`config.mk`:
```
export PLATFORM = sky130hd
export DESIGN_NAME = fetch_mt
export DESIGN_NICKNAME = d
export VERILOG_FILES = /design/src/rtl/fetch_mt.sv
export SDC_FILE = /design/constraint.sdc
export NUM_CORES = 1
export LEC_CHECK = 0
export CAP_MARGIN = 5
export CELL_PAD_IN_SITES_DETAIL_PLACEMENT = 0
export CELL_PAD_IN_SITES_GLOBAL_PLACEMENT = 2
export CORE_MARGIN = 4
export CORE_UTILIZATION = 24
export DETAILED_ROUTE_END_ITERATION = 10
export MAX_ROUTING_LAYER = met4
export PLACE_DENSITY_LB_ADDON = 0.3
export SYNTH_ARGS = -nofsm -noshare
export SYNTH_HDL_FRONTEND = slang
export SYNTH_SLANG_ARGS = --single-unit
```
`constraint.sdc`:
```
create_clock -name clk -period 5.2 [get_ports clk]
set_clock_uncertainty 0.2 [all_clocks]
set_input_delay 1.04 -clock clk [delete_from_list [all_inputs] [get_ports clk]]
set_output_delay 1.04 -clock clk [all_outputs]
set_load 0.05 [all_outputs]
```
`src/rtl/fetch_mt.sv`:
```
// Multithreaded fetch/load-store unit: round-robin arbitration of per-thread
// memory requests onto a single-master bus port with a per-transaction timeout.
module fetch_mt #(
    parameter int unsigned THREADS = 4,
    parameter int unsigned AW      = 32,
    parameter int unsigned DW      = 32,
    parameter int unsigned TIMEOUT = 255
) (
    input  logic                          clk,
    input  logic                          rst_n,
    input  logic [THREADS-1:0]            req_valid,
    input  logic [THREADS-1:0]            req_write,
    input  logic [THREADS*AW-1:0]         req_addr,
    input  logic [THREADS*DW-1:0]         req_wdata,
    output logic [THREADS-1:0]            req_ack,
    output logic [THREADS-1:0]            req_err,
    output logic [DW-1:0]                 rdata,
    output logic [$clog2(THREADS)-1:0]    resp_thread,
    output logic                          bus_cyc,
    output logic                          bus_we,
    output logic [AW-1:0]                 bus_addr,
    output logic [DW-1:0]                 bus_wdata,
    input  logic                          bus_ack,
    input  logic [DW-1:0]                 bus_rdata
);

    localparam int unsigned PW   = $clog2(THREADS);
    localparam int unsigned TW   = (TIMEOUT > 0) ? $clog2(TIMEOUT + 1) : 1;
    localparam int unsigned TERM = (TIMEOUT > 0) ? TIMEOUT - 1 : 0;

    typedef enum logic [1:0] {
        IDLE = 2'd0,
        BUS  = 2'd1,
        RESP = 2'd2
    } state_t;

    state_t             state;
    logic [PW-1:0]      ptr;
    logic [TW-1:0]      timer;
    logic               resp_err;

    logic [THREADS-1:0] cand;
    logic               gnt_found;
    logic [PW-1:0]      gnt_idx;
    logic [PW-1:0]      idx;

    logic [AW-1:0]      addr_arr  [THREADS];
    logic [DW-1:0]      wdata_arr [THREADS];

    for (genvar g = 0; g < THREADS; g++) begin : g_unpack
        assign addr_arr[g]  = req_addr[g*AW +: AW];
        assign wdata_arr[g] = req_wdata[g*DW +: DW];
    end

    // A thread whose completion pulse is visible this cycle is dropping its
    // request on the next edge, so it must not be granted again now.
    assign cand = req_valid & ~(req_ack | req_err);

    // Round-robin pick: first candidate at or above ptr, wrapping.
    always_comb begin
        gnt_found = 1'b0;
        gnt_idx   = '0;
        idx       = '0;
        for (int i = THREADS - 1; i >= 0; i--) begin
            idx = PW'((int'(ptr) + i) % THREADS);
            if (cand[idx]) begin
                gnt_found = 1'b1;
                gnt_idx   = idx;
            end
        end
    end

    always_ff @(posedge clk or negedge rst_n) begin
        if (!rst_n) begin
            state       <= IDLE;
            ptr         <= '0;
            timer       <= '0;
            resp_err    <= 1'b0;
            req_ack     <= '0;
            req_err     <= '0;
            rdata       <= '0;
            resp_thread <= '0;
            bus_cyc     <= 1'b0;
            bus_we      <= 1'b0;
            bus_addr    <= '0;
            bus_wdata   <= '0;
        end else begin
            req_ack <= '0;
            req_err <= '0;
            case (state)
                IDLE: begin
                    if (gnt_found) begin
                        resp_thread <= gnt_idx;
                        bus_we      <= req_write[gnt_idx];
                        bus_addr    <= addr_arr[gnt_idx];
                        bus_wdata   <= wdata_arr[gnt_idx];
                        bus_cyc     <= 1'b1;
                        timer       <= '0;
                        state       <= BUS;
                    end
                end
                BUS: begin
                    // Ack takes precedence over a coincident timeout.
                    if (bus_ack) begin
                        rdata    <= bus_we ? '0 : bus_rdata;
                        bus_cyc  <= 1'b0;
                        bus_we   <= 1'b0;
                        resp_err <= 1'b0;
                        state    <= RESP;
                    end else if ((TIMEOUT != 0) && (timer == TW'(TERM))) begin
                        rdata    <= '0;
                        bus_cyc  <= 1'b0;
                        bus_we   <= 1'b0;
                        resp_err <= 1'b1;
                        state    <= RESP;
                    end else if (timer != '1) begin
                        timer <= timer + TW'(1);
                    end
                end
                RESP: begin
                    if (resp_err) begin
                        req_err[resp_thread] <= 1'b1;
                    end else begin
                        req_ack[resp_thread] <= 1'b1;
                    end
                    ptr   <= (resp_thread == PW'(THREADS - 1)) ? '0 : resp_thread + PW'(1);
                    state <= IDLE;
                end
                default: state <= IDLE;
            endcase
        end
    end

endmodule

```
Word level (Yosys, flattened, before mapping)
Cells that the tools add are included.
{ "totals": {"reg_bits": 121, "out_inout_bits": 108} }
{ "op_classes": {"magnitude_cmp": 8, "n_bitwise": 4, "reduce_logical": 9, "n_eq_ne": 10, "n_addsub": 5, "n_mux": 51} }
{ "op_table": {"columns": ["cell", "count"], "rows": [
  ["$mux W32", 7],
  ["$bmux W32 S2", 2],
  ["$mux W8", 4],
  ["$lt A2 B3 Y1 const B", 6],
  ["$mux W1", 16],
  ["$mux W2", 8],
  ["$mux W4", 4],
  ["$pmux W8 S2", 1],
  ["$bmux W1 S2", 5],
  ["$add A8 B1 Y8 const B", 1],
  ["$eq A8 B8 Y1 const B", 1],
  ["$ne A2 B2 Y1 const B", 4],
  ["$ne A8 B8 Y1 const B", 1],
  ["$reduce_and A2 Y1", 3],
  ["$reduce_and A5 Y1", 1],
  ["$add A2 B1 Y2 const B", 2],
  ["$add A2 B2 Y2 const B", 2],
  ["$and A4 B4 Y4", 1],
  ["$eq A2 B2 Y1 const B", 2],
  ["$not A4 Y4", 1],
  ["$or A4 B4 Y4", 1],
  ["$pmux W1 S2", 2],
  ["$pmux W2 S2", 1],
  ["$reduce_bool A2 Y1", 2],
  ["9 further kinds", 9]
]} }

Logic depth before layout (Yosys ltp)
Gate-level depths: netlist (run 1).
{ "logic_depth": {"depth_word": 13, "ltp_mapped": 8, "depth_no_buf": 7} }

Worst setup path after synthesis (run 1)
OpenSTA, ideal clock, no wires.
{ "synth_timing": {"path_kind": "input to register", "startpoint": "in req_valid[1]", "endpoint": "reg bus_wdata[3]", "setup_time_ns": 0.137, "path_slack_ns": 2.466, "t_arrival_ns": 2.397, "stages": 6, "t_required_ns": 4.863, "cell_sequence": "or3b_4 a311o_1 buf_4 nor2_8 buf_6 a221oi_1"} }
{ "synth_via": {"elab_chain_cells": 11, "elab_cells_between_ends": 22, "cone_classes": "19 x mux; 2 x bitwise; 1 x reduce/logical"} }
{ "synth_lines": {"columns": ["element", "line_no", "rtl"], "rows": [
  ["start, declared", "11", "input logic [THREADS-1:0] req_valid,"],
  ["$and A4 B4 Y4 *", "57", "assign cand = req_valid & ~(req_ack | req_err);"],
  ["$bmux W1 S2", "66", "if (cand[idx]) begin"],
  ["$mux W1 (not written as such)", "66", null],
  ["$mux W2 (4 in series)", "66", null],
  ["$not A2 Y3 (not written as such)", "96", "bus_wdata <= wdata_arr[gnt_idx];"],
  ["$bmux W32 S2", "96", null],
  ["$mux W32 (not written as such) (2 in series)", "96", null],
  ["end signal, assigned", "96", null],
  ["end, declared", "22", "output logic [DW-1:0] bus_wdata,"]
]} }
Mark *: on every way between the ends. The rest lies on a longest branch, timed or not. The select of a mux whose other input is x is not followed.
A chain may end at the register's enable or synchronous reset.

Worst setup path after layout (run 1)
{ "layout_timing": {"startpoint": "in req_valid[0]", "endpoint": "reg bus_wdata[29]"} }
The elaborated chain is that of the path after synthesis.

==> impl_metrics.yaml, run 1 <==
detailed_routing:
  wire_per_inst_um: 19.7
  drt_pre_antenna_iters: 4
  drcViolationCount: 0
  drt_iter0_drc: 148
  vias: 6034
  final_antenna_net_count: 0
  routed_wl_um: 26400
  routed_via_density: 4.51
layout:
  fillerInstances: 2654
  layout.nets: 1253
  regArea_sq_mm: 0.00303
  area_growth_pct: 74.1
  multiInputGateArea_sq_mm: 0.00341
  drive_gt1_share_pct: 11.8
  fin_cells: 1338
  final_area_sq_mm: 0.0117
  antennaDiodeCount: 0
floorplanning:
  coreArea_sq_mm: 0.0277
  fp.dieW_um: 176
  ios: 407
  rows: 61
  start_util_pct: 24.3
  die_area_sq_mm: 0.0308
  dieHeight_um: 176
clocking:
  cts-root-buf: "clkbuf_16"
  cts_buffers: 17
  cts_resized: 0
  cts_tree: "built"
  cts_htree_levels: 4
  clk_pin_slew_worst_paths_ps: 60
  cts_post_setup_buffers_inserted: 0
  clk_latency_ps: 420
  clock-sinks: 121
  ctsHoldBuffers: 0
  clock_path_buffers: 2
pwr:
  power.leakage_nw: 4.75
  ir_worst_vdd_mv: 0.337
  power.density_mw_per_mm2: 596
logic_synthesis:
  yosys.area_share.simple_pct: 8.90
  netlist_area_sq_mm: 0.00674
  yosys.area_share.adder_pct: 1.11
  synth-edff-count: 0
  synth_compound_area_share_pct: 20.2
  yosysTopAreaCell: "dfrtp_1"
  yosys-mux-area-fraction_pct: 19.5
  ys_seq_area_share_pct: 45.0
  synthTopCellsByCount: "mux2i_1 (131), dfrtp_1 (121), nor2_1 (74), a221oi_2 (60), a22o_1 (32)"
  syn_nets: 857
  synth_area_leaders: "dfrtp_1 (45%), mux2i_1 (19%), a221oi_2 (13%)"
  synth_top_area_share_pct: 45.0
  avgSynthCellArea_sq_um: 12.2
  yosysUniqueCellTypes: 42
  synthArstFlopShare_pct: 100
  synth_ff_type: "dfrtp_1"
  synth_most_common_cell: "mux2i_1"
  synth_top_family_by_area: "compound AO/OA/AOI/OAI gates"
  ys_warn_count: 0
  syn_inst: 552
  ys_ff_latch: 121
  synth-xor-area-share_pct: 0.650
run:
  cap_viol_max_count: 0
setup_path:
  crit_path_end_kind: "register"
  arrival_ps: 3490
  crit_required_ps: 5280
  startpoint_type: "input pin"
  startpoint: "req_valid[0]"
  path_max_fanout: 23
  worstReg2RegStart: "req_err[0]"
  critPathKind: "input pin to register"
global_routing:
  grt_pass1_vias: 6577
  grt_antenna_before_repair: 0
  grt_remaining_overflow: 0
  track_usage_pct: 17.0
  grt_max_degree: 82
  grt_pass1_wl_um: 39300
place:
  port_buffers: 406
  dp.cells: 1307
  dpl.hpwl_um: 20500
  dpl_cell_area_sq_mm: 0.0111
  pre_cts_ws_ps: 1350
  place_congestion: 0.747
sta:
  fmax_mhz: 294
  final-setup-viol-count: 0
  rsz0062_at_grt: "false"
  period_needed_ps: 3410
  worst_slew_pin_slew_ps: 696
  fin_crit_sh_pct: 65.5
  worst_slack_ps: 1790
  fin_setup_tns_ps: 0
  hold_viol_final: 0
  final_max_slew_viol_count: 0
  max_slew_margin_pct: 53.6
hold_path:
  min_from: "bus_cyc"
  hold_class: "register to register"
status:
  status: "finished clean"
-- through the flow --
stage	hold slack, ps	utilization, %	power, mW
2_1_floorplan	271	-	4.46
3_3_place_gp	284	40.2	5.85
3_5_place_dp	271	40.2	5.87
4_1_cts	290	42.3	7.10
5_1_grt	318	42.3	7.37
6_report	284	42.3	6.98
-- registers in the layout, summed over array words and instances, names as in the netlist --
register / count
req_err: 4
bus_wdata: 32
rdata: 32
bus_cyc: 1
req_ack: 4
bus_addr: 32
resp_err: 1
resp_thread: 2
bus_we: 1
timer: 8
ptr: 2
state: 2
-- layer usage --
layer	vias to the layer above	track usage [%]	part of all wire (%)
met1	2850	19.8	41
met5	-	-	0
met3	25	5.29	7.9
li1	2895	-	-
met4	0	4.91	1.9
met2	264	28.6	50
-- kinds of logic after synthesis --
| kind of cell | count (synthesis) |
|---|---|
| adder cells (fa/ha/maj) | 6 |
| AO/OA/AOI/OAI | 117 |
| flip-flops | 121 |
| buffers and inverters | 47 |
| multiplexers | 131 |
| AND/OR/NAND/NOR | 125 |
| XOR/XNOR | 5 |
-- worst max-delay path: stages --
cell and delay [ps]:
clkdlybuf4s50_1 460, or3b_1 430, a311o_1 560, nor2_8 520, buf_4 360, a221oi_2 100
-- power by group --
group | switching [mW] | internal, mW | total, mW
clock | 0.477 | 0.708 | 1.18
sequential | 0.244 | 1.34 | 1.58
combinational | 2.61 | 1.61 | 4.22
total | 3.33 | 3.66 | 6.98
-- cells in the final DEF (no fill, tap or decap), types with 2 or more instances in the layout --
master and instances:
a22o_1 32, dfrtp_1 121, bufinv_16 2, clkinv_4 5
nor2_1 73, o21ai_0 6, a21oi_1 3, ha_1 6
xor2_1 4, and2_1 3, nor2_8 2, nand4_1 4
clkbuf_16 17, buf_12 5, and3_1 5, inv_1 6
nor3b_1 4, nand2b_1 2, nor3_1 2, clkinv_2 4
nand2_1 15, inv_6 3, nor2b_1 3, nand3_1 4
a221oi_1 4, o21ai_1 3, or3_1 2, buf_4 8
a221oi_2 60, clkdlybuf4s50_1 405, mux2i_1 131
-- layout make-up --
type | instances | area share (%)
clock buffer | 17 | 3.63
clock inverter | 14 | 1.28
inverter | 6 | 0.192
multi-input combinational | 384 | 29.1
sequential | 121 | 25.8
tap | 378 | 4.03
timing repair buffer | 418 | 35.9
-- worst paths after layout --
path | endpoint | slack, ps | cells after the start
min in group asynchronous | rdata[28] | 460 | 1
max in group asynchronous | bus_wdata[0] | 3460 | 2
setup / recovery | bus_wdata[29] | 1790 | 6
hold / removal | bus_cyc | 280 | 2
setup reg to reg | bus_wdata[29] | 2460 | 5
hold reg to reg | bus_cyc | 280 | 2
Power figures use the tool's default switching activity.
==> run 2, diff against run 1 <==
Settings changed: CORE_UTILIZATION 24 to 22.
Clock period 5.2 ns to 3.16 ns, I/O delays scaled along.
==> impl_metrics.yaml, run 2 (same netlist as run 1, synthesis figures left out) <==
setup_path:
  crit_required_ps: 3230
  arrival_ps: 2690
  path_max_fanout: 24
  critPathSlowestCell: "clkdlybuf4s50_1"
  r2r_setup_slack_ps: 800
  worstReg2RegStart: "req_err[0]"
  path_cells: "clkdlybuf4s50_1, nor3b_1, nor2_1, a21oi_4, buf_4, mux2i_1, a221oi_2"
  startpoint: "req_valid[2]"
  crit_path_end: "bus_wdata[12]"
  critPathKind: "input pin to register"
  rr_endpoint: "bus_wdata[1]"
  cpPeakStageDelay_ps: 460
  worst-r2r-cell-count: 5
  startpoint_type: "input pin"
  crit_path_end_kind: "register"
detailed_routing:
  vias: 6087
  routed_wl_um: 26400
  wire_per_inst_um: 19.4
  final_antenna_net_count: 0
  routed_via_density: 4.46
  drt_iter0_drc: 148
  drcViolationCount: 0
  drt_pre_antenna_iters: 4
global_routing:
  grt_remaining_overflow: 0
  grt_pass1_wl_um: 39300
  grt_pass1_vias: 6661
  grt_antenna_before_repair: 0
  track_usage_pct: 15.6
  grt_max_degree: 57
hold_path:
  hold_class: "register to register"
layout:
  layout.nets: 1268
  fillerInstances: 2904
  top_regs: "bus_addr x32, bus_wdata x32, rdata x32"
  final_common_cell: "clkdlybuf4s50_1"
  final_cell_mix: "clkdlybuf4s50_1 (405), mux2i_1 (131), dfrtp_1 (121)"
  area_growth_pct: 78.0
  antennaDiodeCount: 0
  fin_cells: 1366
  drive_gt1_share_pct: 13.1
clocking:
  cts_htree_levels: 4
  cts-root-buf: "clkbuf_16"
  clock-sinks: 121
  cts_buffers: 17
  clk_pin_slew_worst_paths_ps: 60
  cts_post_setup_buffers_inserted: 0
  clk_latency_ps: 410
  cts_tree: "built"
  clock_path_buffers: 2
pwr:
  power.density_mw_per_mm2: 993
  switching_share_pct: 46.6
  power.leakage_nw: 4.86
  combPwrFrac_pct: 59.7
  net-switching-power_mw: 5.55
  seqPwrFrac_pct: 21.9
  power_frac_clock_pct: 18.4
  power.internal_mw: 6.36
  ir_worst_vdd_mv: 0.550
sta:
  period_needed_ps: 2620
  fin_crit_sh_pct: 83.0
  hold_viol_final: 0
  final-setup-viol-count: 0
  fmax_mhz: 381
  max_slew_margin_pct: 50.9
  worst_slew_pin_slew_ps: 730
  fin_setup_tns_ps: 0
  final_max_slew_viol_count: 0
  rsz0062_at_grt: "false"
floorplanning:
  rows: 63
  coreArea_sq_mm: 0.0300
  die_area_sq_mm: 0.0335
  ios: 407
  fp.dieW_um: 183
  start_util_pct: 22.5
  dieHeight_um: 183
place:
  dpl.hpwl_um: 20400
  port_buffers: 406
  dp.cells: 1333
  place_congestion: 0.768
run:
  cap_viol_max_count: 0
status:
  status: "finished clean"
-- run 2: cell count changes in the layout (fill, tap and decap cells not counted) --
cell,change
buf_12,+5
buf_4,+9
bufinv_16,+2
clkbuf_8,+1
clkinv_2,-4
clkinv_4,-4
clkinvlp_4,+2
dlygate4sd3_1,+1
inv_6,+3
inv_8,+1
-- run 2: routing by layer --
layer	GRT usage [%]	wire (um)	up-vias
li1	-	-	2929
met1	18.1	10700	2886
met2	26.9	13300	257
met3	4.46	2030	15
met4	3.28	329	0
met5	-	0	-
-- run 2: cell type report --
type	instances	area, sq um	share of cell area [%]
clock buffers	18	439	3.66
clock inverters	14	208	1.73
inverters	6	22.5	0.188
multi-input cells	384	3410	28.5
flip-flops and latches	121	3030	25.3
well taps	390	488	4.07
repair buffers	433	4390	36.6
-- run 2: worst max-delay path: cells and delay by family --
kind / cells / cell delay (ps)
buffers and inverters: 2 / 890
AOI/OAI and AO/OA: 2 / 340
and+or+nand+nor: 2 / 440
muxes: 1 / 370
-- run 2: worst min-delay path by stage --
stage,startpoint,endpoint,cells after the start
floorplan,rst_n,bus_addr[0],0
global placement,bus_cyc,bus_cyc,2
detailed placement,bus_cyc,bus_cyc,2
CTS,bus_cyc,bus_cyc,2
global route,bus_cyc,bus_cyc,2
finish,bus_cyc,bus_cyc,2
-- run 2: timing repair --
| item | in CTS | in global routing |
|---|---|---|
| hold buffers | 1 | 0 |
| gates resized for setup | 0 | 0 |
| hold endpoints to repair | 30 | 0 |
-- run 2: through the flow --
| stage | total power, mW | setup slack (ps) | utilization [%] | instance area, sq um | hold slack (ps) |
|---|---|---|---|---|---|
| finish | 11.9 | 538 | 40.0 | 12000 | 297 |
| global route | 12.6 | 375 | 40.0 | 12000 | 318 |
| detailed placement | 9.85 | 91.6 | 37.8 | 11300 | 275 |
| CTS | 12.1 | 530 | 40.0 | 12000 | 300 |
| global placement | 9.82 | 129 | 37.8 | 11300 | 260 |
| floorplan | 7.34 | 821 | - | 6740 | 136 |
-- run 2: power by group through the flow --
stage               logic, mW  clock network [mW]  registers, mW
global placement         7.19                   0           2.63
global route             7.53                2.36           2.70
floorplan                2.70                   0           4.64
CTS                      7.23                2.28           2.62
detailed placement       7.23                   0           2.63
finish                   7.11                2.19           2.61
==> RTL change (settings of run 2) <==
Make the reset (`rst_n`) synchronous in one clocked block.
--- a/src/rtl/fetch_mt.sv
+++ b/src/rtl/fetch_mt.sv
@@ -70,7 +70,7 @@
         end
     end
 
-    always_ff @(posedge clk or negedge rst_n) begin
+    always_ff @(posedge clk) begin
         if (!rst_n) begin
             state       <= IDLE;
             ptr         <= '0;
Check against the original RTL: differs if rst_n is asserted again (counterexample within 4 cycles, from zero or initial values and one cycle with rst_n low); with rst_n held inactive, the same outputs for 4 cycles.
==> RTL change against run 2 <==
First-iteration DRC count grew to 2.5 times the old value. Synthesized cell count up 41%. Count of clock-buffer cells in the layout decreased by 1. Cell area increased by 1.3%. Sequential cell count unchanged. Wire length rose by 25%. Area after synthesis about the same. Global-route usage grew 3.6 points. Setup slack worse by 70 ps.
Power is not compared: it rests on default switching activity, and its combinational part moved more than twofold at a synthesized area within 25%.
==> RTL change: results (changes against run 2) <==
| Metric | Value |
|---|---|
| Status | `finished, final reports clean` |
| Tightest Pin Transition | `1140 ps (+407 ps)` |
| Dpl hpwl | `23,900 um (+17%)` |
| CP Data Arrival Time | `2780 ps (+90 ps)` |
| Final Routed Wirelength | `33,100 um (+25%)` |
| DP Area | `0.0115 sq mm (+1.6%)` |
| Largest net degree at the start of global routing | `46 (-19%)` |
| Syn avg cell area | `8.63 sq um (-29%)` |
| Fraction of layout cells with a size suffix above 1 | `0.0784 (-0.0528)` |
| Met3 routed WL | `2480 um (+22%)` |
| DR pass1 iterations | `5 (+1)` |
| Nets | `1,466 (+16%)` |
| Met2 wire length | `16,300 um (+22%)` |
| M1 wire length | `14,100 um (+31%)` |
| Vias | `7,750 (+27%)` |
| Total GRT Usage | `0.191 (+0.0359)` |
| Via density | `4.95 (+11%)` |
| Unique masters post-synth | `47 (+12%)` |
| Post-synth ARST share | `0 (-1.00)` |
| Dpl ws | `26.8 ps (-64.8 ps)` |
| Synth Area in Adders | `0.0112 (about the same)` |
| Initial antenna violation count | `1 (+1)` |
| Starting DRC count in detailed routing | `377 (+150%)` |
| Register area share after synthesis | `0.360 (-0.0898)` |
| Top cells by area, synth | `dfxtp_1 36%, o31ai_1 7.4%, mux2i_1 6.8%` |
| Synth Area in Compound Gates | `0.312 (+0.110)` |
| GPL Wtd Cong | `0.781 (+1.7%)` |
| Largest fanout on the critical path | `39 (+63%)` |
| Syn Nets | `1,085 (+27%)` |
| First-pass GRT wire length | `48,800 um (+24%)` |
| Commonest cells in the netlist | `121 x dfxtp_1, 74 x nand2_1, 69 x clkbuf_1` |
| XOR/XNOR share of the synthesized area | `0.00650 (about the same)` |
| Mux cell area share after synthesis | `0.0684 (-0.126)` |
==> RTL change: cell types whose count changed in the layout (fill, tap and decap cells not counted), moves of 20 or more <==
| cell | run 2 | this run |
|---|---|---|
| nand2_1 | 15 | 73 |
| a211oi_1 | 0 | 41 |
| nor2_1 | 73 | 53 |
| a22o_1 | 32 | 0 |
| dfxtp_1 | 0 | 121 |
| a22oi_1 | 0 | 32 |
| o31ai_1 | 1 | 66 |
| nand4_1 | 4 | 46 |
| o211ai_1 | 1 | 46 |
| a221oi_2 | 60 | 0 |
| a211o_1 | 0 | 45 |
| dfrtp_1 | 121 | 0 |
| mux2i_1 | 131 | 46 |
==> RTL change: path summary, 6_finish.rpt <==
path                       from            end  slack, ps  cells after the start
setup / recovery   req_valid[0]  bus_wdata[22]        470                      8
hold reg to reg   bus_wdata[28]  bus_wdata[28]        250                      2
hold / removal    bus_wdata[28]  bus_wdata[28]        250                      2
setup reg to reg         ptr[1]  bus_wdata[18]        770                      7
==> RTL change: metal layers <==
metal | vias to the layer above | global-route usage
li1 | 3799 | -
met1 | 3664 | 0.234
met2 | 277 | 0.319
met3 | 10 | 0.0551
met4 | 0 | 0.0352
met5 | - | -
==> RTL change: layout make-up <==
| cell class | instances | area (sq um) | share of cell area |
|---|---|---|---|
| sequential | 121 | 2420 | 0.199 |
| multi-input combinational | 565 | 3980 | 0.328 |
| antenna | 1 | 2.50 | 0.000206 |
| clock inverter | 15 | 203 | 0.0167 |
| tap | 390 | 488 | 0.0402 |
| timing repair buffer | 449 | 4600 | 0.379 |
| inverter | 7 | 26.3 | 0.00216 |
| clock buffer | 17 | 425 | 0.0350 |
==> RTL change: worst min-delay path, stage by stage (launching register included) <==
cell     delay (ps)
dfxtp_1         320
nand2_1          50
o31ai_1          50
